==> config.mk <==
export PLATFORM = sky130hd
export DESIGN_NAME = imm_encode
export DESIGN_NICKNAME = d
export VERILOG_FILES = /design/src/rtl/imm_encode.sv
export SDC_FILE = /design/constraint.sdc
export NUM_CORES = 1
export LEC_CHECK = 0
export BUFFER_PORTS_ARGS = -buffer_cell sky130_fd_sc_hd__buf_2
export CAP_MARGIN = 25
export CELL_PAD_IN_SITES_DETAIL_PLACEMENT = 0
export CELL_PAD_IN_SITES_GLOBAL_PLACEMENT = 1
export CORE_AREA = 8 8 155 157
export CTS_CLUSTER_DIAMETER = 150
export DETAILED_ROUTE_END_ITERATION = 10
export DIE_AREA = 0 0 163 165
export PLACE_DENSITY = 0.84
export SLEW_MARGIN = 5
export SYNTH_ARGS = -nofsm -noshare
export SYNTH_HDL_FRONTEND = slang
export SYNTH_SLANG_ARGS = --single-unit
==> constraint.sdc <==
create_clock -name clk -period 2.42 [get_ports clk]
set_input_delay 0.121 -clock clk [delete_from_list [all_inputs] [get_ports clk]]
set_output_delay 0.121 -clock clk [all_outputs]
set_load 0.1 [all_outputs]
==> src/rtl/imm_encode.sv <==
// imm_encode: dual-lane I/S/B/U/J immediate inserter with a two-stage valid/ready pipeline.
// Define IMM_RANGE_CHECK_EN to flag immediates that the selected format cannot represent.
module imm_encode #(
  parameter int DATA_WIDTH = 32,
  parameter int CNT_WIDTH  = 16
) (
  input  logic                  clk,
  input  logic                  rst_n,
  input  logic                  in_valid,
  output logic                  in_ready,
  input  logic [5:0]            ImmSrc,
  input  logic [DATA_WIDTH-1:0] tmplA,
  input  logic [DATA_WIDTH-1:0] tmplB,
  input  logic [DATA_WIDTH-1:0] immA,
  input  logic [DATA_WIDTH-1:0] immB,
  output logic                  out_valid,
  input  logic                  out_ready,
  output logic [DATA_WIDTH-1:0] instrA,
  output logic [DATA_WIDTH-1:0] instrB,
  output logic                  errA,
  output logic                  errB,
  output logic [CNT_WIDTH-1:0]  pair_cnt,
  output logic [CNT_WIDTH-1:0]  err_cnt
);
  function automatic logic [31:0] enc(input logic [2:0] t, input logic [31:0] tm, input logic [31:0] im);
    logic [31:0] r;
    r = tm;
    case (t)
      3'd0: r[31:20] = im[11:0];
      3'd1: begin
        r[31:25] = im[11:5];
        r[11:7]  = im[4:0];
      end
      3'd2: begin
        r[31]    = im[12];
        r[7]     = im[11];
        r[30:25] = im[10:5];
        r[11:8]  = im[4:1];
      end
      3'd3: r[31:12] = im[31:12];
      3'd4: begin
        r[31]    = im[20];
        r[30:21] = im[10:1];
        r[20]    = im[11];
        r[19:12] = im[19:12];
      end
      default: ;
    endcase
    return r;
  endfunction

  logic                  s1_valid_q, s2_valid_q;
  logic [5:0]            s1_src_q;
  logic [DATA_WIDTH-1:0] s1_tmpl_a_q, s1_tmpl_b_q, s1_imm_a_q, s1_imm_b_q;
  logic [DATA_WIDTH-1:0] instr_a_q, instr_b_q, instr_a_d, instr_b_d;
  logic [CNT_WIDTH-1:0]  pair_cnt_q;
  logic                  adv1, adv2, deliver;

  assign adv2      = !s2_valid_q || out_ready;
  assign adv1      = !s1_valid_q || adv2;
  assign in_ready  = adv1;
  assign out_valid = s2_valid_q;
  assign deliver   = s2_valid_q && out_ready;
  assign instrA    = instr_a_q;
  assign instrB    = instr_b_q;
  assign pair_cnt  = pair_cnt_q;
  assign instr_a_d = enc(s1_src_q[5:3], s1_tmpl_a_q, s1_imm_a_q);
  assign instr_b_d = enc(s1_src_q[2:0], s1_tmpl_b_q, s1_imm_b_q);

  always_ff @(posedge clk or negedge rst_n) begin
    if (!rst_n) begin
      s1_valid_q  <= 1'b0;
      s1_src_q    <= '0;
      s1_tmpl_a_q <= '0;
      s1_tmpl_b_q <= '0;
      s1_imm_a_q  <= '0;
      s1_imm_b_q  <= '0;
    end else if (adv1) begin
      s1_valid_q <= in_valid;
      if (in_valid) begin
        s1_src_q    <= ImmSrc;
        s1_tmpl_a_q <= tmplA;
        s1_tmpl_b_q <= tmplB;
        s1_imm_a_q  <= immA;
        s1_imm_b_q  <= immB;
      end
    end
  end

  always_ff @(posedge clk or negedge rst_n) begin
    if (!rst_n) begin
      s2_valid_q <= 1'b0;
      instr_a_q  <= '0;
      instr_b_q  <= '0;
    end else if (adv2) begin
      s2_valid_q <= s1_valid_q;
      if (s1_valid_q) begin
        instr_a_q <= instr_a_d;
        instr_b_q <= instr_b_d;
      end
    end
  end

  always_ff @(posedge clk or negedge rst_n) begin
    if (!rst_n) pair_cnt_q <= '0;
    else if (deliver && !(&pair_cnt_q)) pair_cnt_q <= pair_cnt_q + CNT_WIDTH'(1);
  end

`ifdef IMM_RANGE_CHECK_EN
  // Truncated encodings are still emitted; only the flag reports the overflow.
  function automatic logic bad(input logic [2:0] t, input logic [31:0] im);
    case (t)
      3'd0, 3'd1: return !(&im[31:11] || ~|im[31:11]);
      3'd2:       return !(&im[31:12] || ~|im[31:12]) || im[0];
      3'd3:       return |im[11:0];
      3'd4:       return !(&im[31:20] || ~|im[31:20]) || im[0];
      default:    return 1'b1;
    endcase
  endfunction

  logic                 err_a_q, err_b_q, err_a_d, err_b_d;
  logic [CNT_WIDTH-1:0] err_cnt_q;

  assign err_a_d = bad(s1_src_q[5:3], s1_imm_a_q);
  assign err_b_d = bad(s1_src_q[2:0], s1_imm_b_q);
  assign errA    = err_a_q;
  assign errB    = err_b_q;
  assign err_cnt = err_cnt_q;

  always_ff @(posedge clk or negedge rst_n) begin
    if (!rst_n) begin
      err_a_q <= 1'b0;
      err_b_q <= 1'b0;
    end else if (adv2 && s1_valid_q) begin
      err_a_q <= err_a_d;
      err_b_q <= err_b_d;
    end
  end

  always_ff @(posedge clk or negedge rst_n) begin
    if (!rst_n) err_cnt_q <= '0;
    else if (deliver && (err_a_q || err_b_q) && !(&err_cnt_q)) err_cnt_q <= err_cnt_q + CNT_WIDTH'(1);
  end
`else
  assign errA    = 1'b0;
  assign errB    = 1'b0;
  assign err_cnt = '0;
`endif
endmodule
* Word level (Yosys, flattened, before mapping)
Index checks and enable logic that the tools add are counted.
Word-level totals: word-level logic and storage cells 43, memories kept 0, memory bits (read-only) 0, RAM bits 0, bits in latches 0, register bits after elaboration 216, output and inout bits 100
Operators by class: div/mod/pow operators 0, magnitude comparators 0, equality and inequality tests 8, reductions and logical operators 16, shift operators 0, bitwise logic cells 0, multiply operators 0, add/subtract/negate cells 1, mux-type cells 8
Operator list (count):
- $pmux 7 s4 | 2
- $pmux 5 s3 | 2
- $pmux 5 s2 | 2
- $add 16x1->16 const B | 1
- $mux 8 | 2
- $reduce_and 16->1 | 1
- $eq 3x2->1 const B | 4
- $reduce_or 2->1 | 4
- $eq 3x1->1 const B | 2
- $eq 3x3->1 const B | 2
- $logic_not 3->1 | 2
- $reduce_and 2->1 | 2
- $logic_not 1->1 | 3
- $logic_and 1x1->1 | 2
- $logic_or 1x1->1 | 2

* Logic depth before layout (Yosys ltp)
word-level depth 4, mapped depth 6

* Least setup slack after synthesis
OpenSTA, ideal clock, no wires.
kind register to register, start point register s2_valid_q (netlist: out_valid), end point register s1_imm_a_q[0], arrival 3.140 ns, cell stages (with the launch flop) 6, library setup time 0.128 ns, setup slack -0.847 ns, path buffers 2, period minus slack after synthesis 3.267 ns, cell sequence dfrtp_1 nand3b_1 nand2_2 buf_2 buf_4 mux2_1
On the way: longest elaborated chain between the ends 4
Ends and longest elaborated chain:
- start: declaration | RTL line 52 | logic s1_valid_q, s2_valid_q;
- start signal: assignment | RTL line 96 | s2_valid_q <= s1_valid_q;
- $logic_not 1->1 | RTL line 59 | assign adv2 = !s2_valid_q || out_ready;
- $logic_or 1x1->1 | RTL line 59
- $logic_or 1x1->1 | RTL line 60 | assign adv1 = !s1_valid_q || adv2;
- named net in_ready | RTL line 10 | output logic in_ready,
- $reduce_and 2->1 (no line)
- end signal: assignment | RTL line 84 | s1_imm_a_q <= immA;
- end: declaration | RTL line 54 | logic [DATA_WIDTH-1:0] s1_tmpl_a_q, s1_tmpl_b_q, s1_imm_a_q, s1_imm_b_q;
The timed path passes the listed nets, and every way through them passes these cells. A chain may end at the register's enable or synchronous reset.

* Final worst setup path
start point register s1_valid_q, end point register s1_tmpl_b_q[2]
On the way: longest elaborated chain between the ends 3
Ends and longest elaborated chain:
- start: declaration | RTL line 52
- start signal: assignment | RTL line 79 | s1_valid_q <= in_valid;
- $logic_not 1->1 | RTL line 60
- $logic_or 1x1->1 | RTL line 60
- $reduce_and 2->1 (no line)
- end signal: assignment | RTL line 83 | s1_tmpl_b_q <= tmplB;
- end: declaration | RTL line 54
No other way between the ends.

==> reports/qor.yml <==
clock_tree:
  clkTransAtPathRegs_ps: 60
  cts_inserted_buffers: 25
  clock_sinks: 216
  clk_root_buffer_cell: "clkbuf_16"
  cts_tree: "yes"
  clock_latency_ps: 520
  cts_resized: 0
  h-tree-depth: 1
  clock_path_buffers: 3
  postCtsSetupBuffers: 0
  cts_hold_buf: 137
synth:
  synth_area_um2: 9480
  synth.area.mux_share: 0.214
  syn_area_per_cell_um2: 12.4
  yosys.area.top_type: "dfrtp_1"
  ys.flop_type: "dfrtp_1"
  synth-compound-area-share: 0.0880
  synthXorXnorAreaFrac: 0.00647
  yosys_warnings: 0
  ys_types: 57
  synth_area_leaders: "dfrtp_1, mux2_1, mux2i_1, nand2_1, a21oi_1"
  yosys.area_share.simple: 0.0806
  seq_area_frac_synth: 0.570
  synth_top_family_by_area: "multiplexers"
  synth_edf_count: 0
  ys_seq_elements: 216
  synth_cells: 766
  synthAdderAreaFrac: 0.00132
  synth_top_area_share: 0.570
  ys_async_sr_fraction: 1.00
power:
  power.density_nw_per_um2: 1050
  vdd_drop_max_v: 0.000745
  leakage_nw: 6.19
hold_path:
  hold_path_class: "primary input to async pin"
final_layout:
  multiInputGateArea_um2: 3790
  fillers: 1702
  drive_gt1_frac: 0.262
  seq_area_um2: 5410
  nNetsFinal: 1263
  area_growth_pct: 38.8
drt:
  ant_nets: 0
  route.met3.wl_um: 1620
  met1_length_um: 11000
  post_drt_wl_per_cell_um: 18.2
  vias_per_cell: 5.03
  dr.pass1.iters: 4
  route.met2.wl_um: 12800
  vias: 7169
  wl_um: 26000
  top_layer: "met4"
  drt_iter0_drc: 352
  drc_errors: 0
sta:
  finalHoldViolations: 0
  fin_worst_skew_ps: 14.3
  setup_violations: 0
  layout_setup_ws_ps: 517
  worstMarginPinSlew_ps: 658
  fin_crit_sh: 0.786
  min_period_ps: 1900
  rsz0062_at_grt: "no"
  maxSlewHeadroom: 0.561
  hold_ws_ps: 138
  fmax_ghz: 0.526
  maxSlewViolCount: 0
setup_path:
  path_buf_inv: 1
  slowest_stage: "nand2_8"
  cp-start-kind: "flop"
  crit_type: "flop to flop"
  end_kind: "flop"
  crit_path_max_incr_delay_ps: 440
  cp_max_fo: 55
  worstPathCellList: "nand3b_1 > nand2_8 > buf_12 > mux2_1"
  cp.required_ps: 2810
  path_delay_family: "simple AND/OR/NAND/NOR gates"
  crit_arrival_ps: 2290
placed_design:
  dp_hpwl_um: 16700
  place.gp.congestion: 0.795
  portBuffers: 219
  dp_slack_ps: 535
floorplan:
  core_area_um2: 21500
  io-pin-count: 238
  num_rows: 54
  dieArea_um2: 26900
  start_util: 0.441
  die_w_um: 163
  chipHeight_um: 165
grt:
  grt_pass1_vias: 7749
  grt_first_pass_wirelength_um: 42300
  track_usage: 0.194
  antenna_found_initial: 1
  grt_max_degree: 70
  grt_overflow: 0
job:
  max_cap_viol_count: 0
status:
  status: "finished clean"
per-layer routing:
layer  vias up  track usage
met5         -            0
li1       3380            -
met4         0       0.0550
met2       218        0.331
met3        39       0.0421
met1      3532        0.246
where the power goes:
part	total (mW)	switching (mW)	internal [mW]	leakage, nW
sequential	4.83	0.540	4.29	2.57
clock	4.03	1.50	2.53	0.436
combinational	4.93	3.76	1.17	3.19
total	13.8	5.80	7.99	6.19
synthesized netlist by cell type, drive strengths merged (2+ instances only):
| cell | number |
|---|---|
| and2 | 4 |
| nor3b | 2 |
| clkbuf | 15 |
| buf | 48 |
| xnor2 | 3 |
| nand3 | 9 |
| mux2 | 146 |
| mux2i | 37 |
| o31ai | 2 |
| o311ai | 2 |
| dfrtp | 216 |
| xor2 | 4 |
| and3 | 4 |
| nand2 | 84 |
| a21oi | 45 |
| a22oi | 13 |
| nor4 | 3 |
| inv | 3 |
| nor2b | 5 |
| or2 | 2 |
| nand2b | 6 |
| a31oi | 5 |
| a22o | 16 |
| nor2 | 30 |
| o21ai | 40 |
| a211oi | 2 |
| nor3 | 4 |
| nand4 | 2 |
cell usage in the layout (no fill, tap or decap), types with 3 or more instances in the layout:
cell type      Yosys  final
a22oi_1           13     13
buf_2             17    218
a22o_1            16     16
xnor2_1            3      3
xor2_1             4      4
nand2_1           83     82
and2_1             4      4
buf_4             24     15
dfrtp_1          216    215
o21ai_1           37     37
nand3_2            3      3
buf_12             0      6
nand2b_1           6      6
mux2_1           146    146
clkbuf_1          15      4
a21oi_1           43     43
mux2i_1           36     36
inv_1              3      3
bufinv_16          0      4
dlygate4sd3_1      0    137
clkbuf_16          0     25
nor2b_1            5      5
nand3_1            6      6
clkinv_2           0      3
and3_1             4      4
a31oi_1            5      5
nor2_1            28     28
clkbuf_8           0      7
conb_1             1     18
metrics by stage:
stage / setup TNS (ps) / cells / utilization / power, mW / instance area [um^2]
final: 0 / 1424 / 0.613 / 13.8 / 13200
after floorplan: -22950 / 783 / - / 8.63 / 9580
after CTS: 0 / 1422 / 0.612 / 13.9 / 13200
after detailed placement: 0 / 1240 / 0.507 / 9.64 / 10900
after global placement: 0 / 1240 / 0.507 / 9.59 / 10900
after global routing: 0 / 1423 / 0.613 / 14.3 / 13200
sequential cells by signal, indices dropped and copies added, names as in the netlist:
name	cells
instrA	32
instrB	32
s1_imm_a_q	32
s1_imm_b_q	32
s1_tmpl_a_q	32
s1_tmpl_b_q	32
pair_cnt	16
s1_src_q	6
out_valid	1
s1_valid_q	1
layout make-up:
class | instances | area share
Sequential cell | 216 | 0.411
Multi-Input combinational cell | 501 | 0.288
Clock buffer | 36 | 0.0560
Timing Repair Buffer | 377 | 0.206
Antenna cell | 2 | 0.000380
Tap cell | 280 | 0.0266
Inverter | 3 | 0.000856
Clock inverter | 9 | 0.0115
path summary, 6_finish.rpt:
path,slack (ps),to,depth (start not counted),startpoint
worst max-delay path,520,s1_tmpl_b_q[2]$_DFFE_PN0P_,4,s1_valid_q$_DFFE_PN0N_
min in group clk,340,s1_tmpl_b_q[16]$_DFFE_PN0P_,3,tmplB[16]
worst max register to register,520,s1_tmpl_b_q[2]$_DFFE_PN0P_,4,s1_valid_q$_DFFE_PN0N_
max in group asynchronous,1480,s1_tmpl_a_q[27]$_DFFE_PN0P_,3,rst_n
worst min register to register,460,instrA[3]$_DFFE_PN0P_,2,s1_tmpl_a_q[3]$_DFFE_PN0P_
worst min-delay path,140,s1_imm_b_q[17]$_DFFE_PN0P_,2,rst_n
kinds of logic (layout without fill, tap and decap cells):
group	after synthesis	count (layout)
AO/OA/AOI/OAI	134	134
XOR/XNOR	7	7
adder cells (fa/ha/maj)	1	1
buffers and inverters	66	425
flip-flops	216	216
multiplexers	183	183
other	1	20
AND/OR/NAND/NOR	158	158
(Power assumes the default switching activity.)
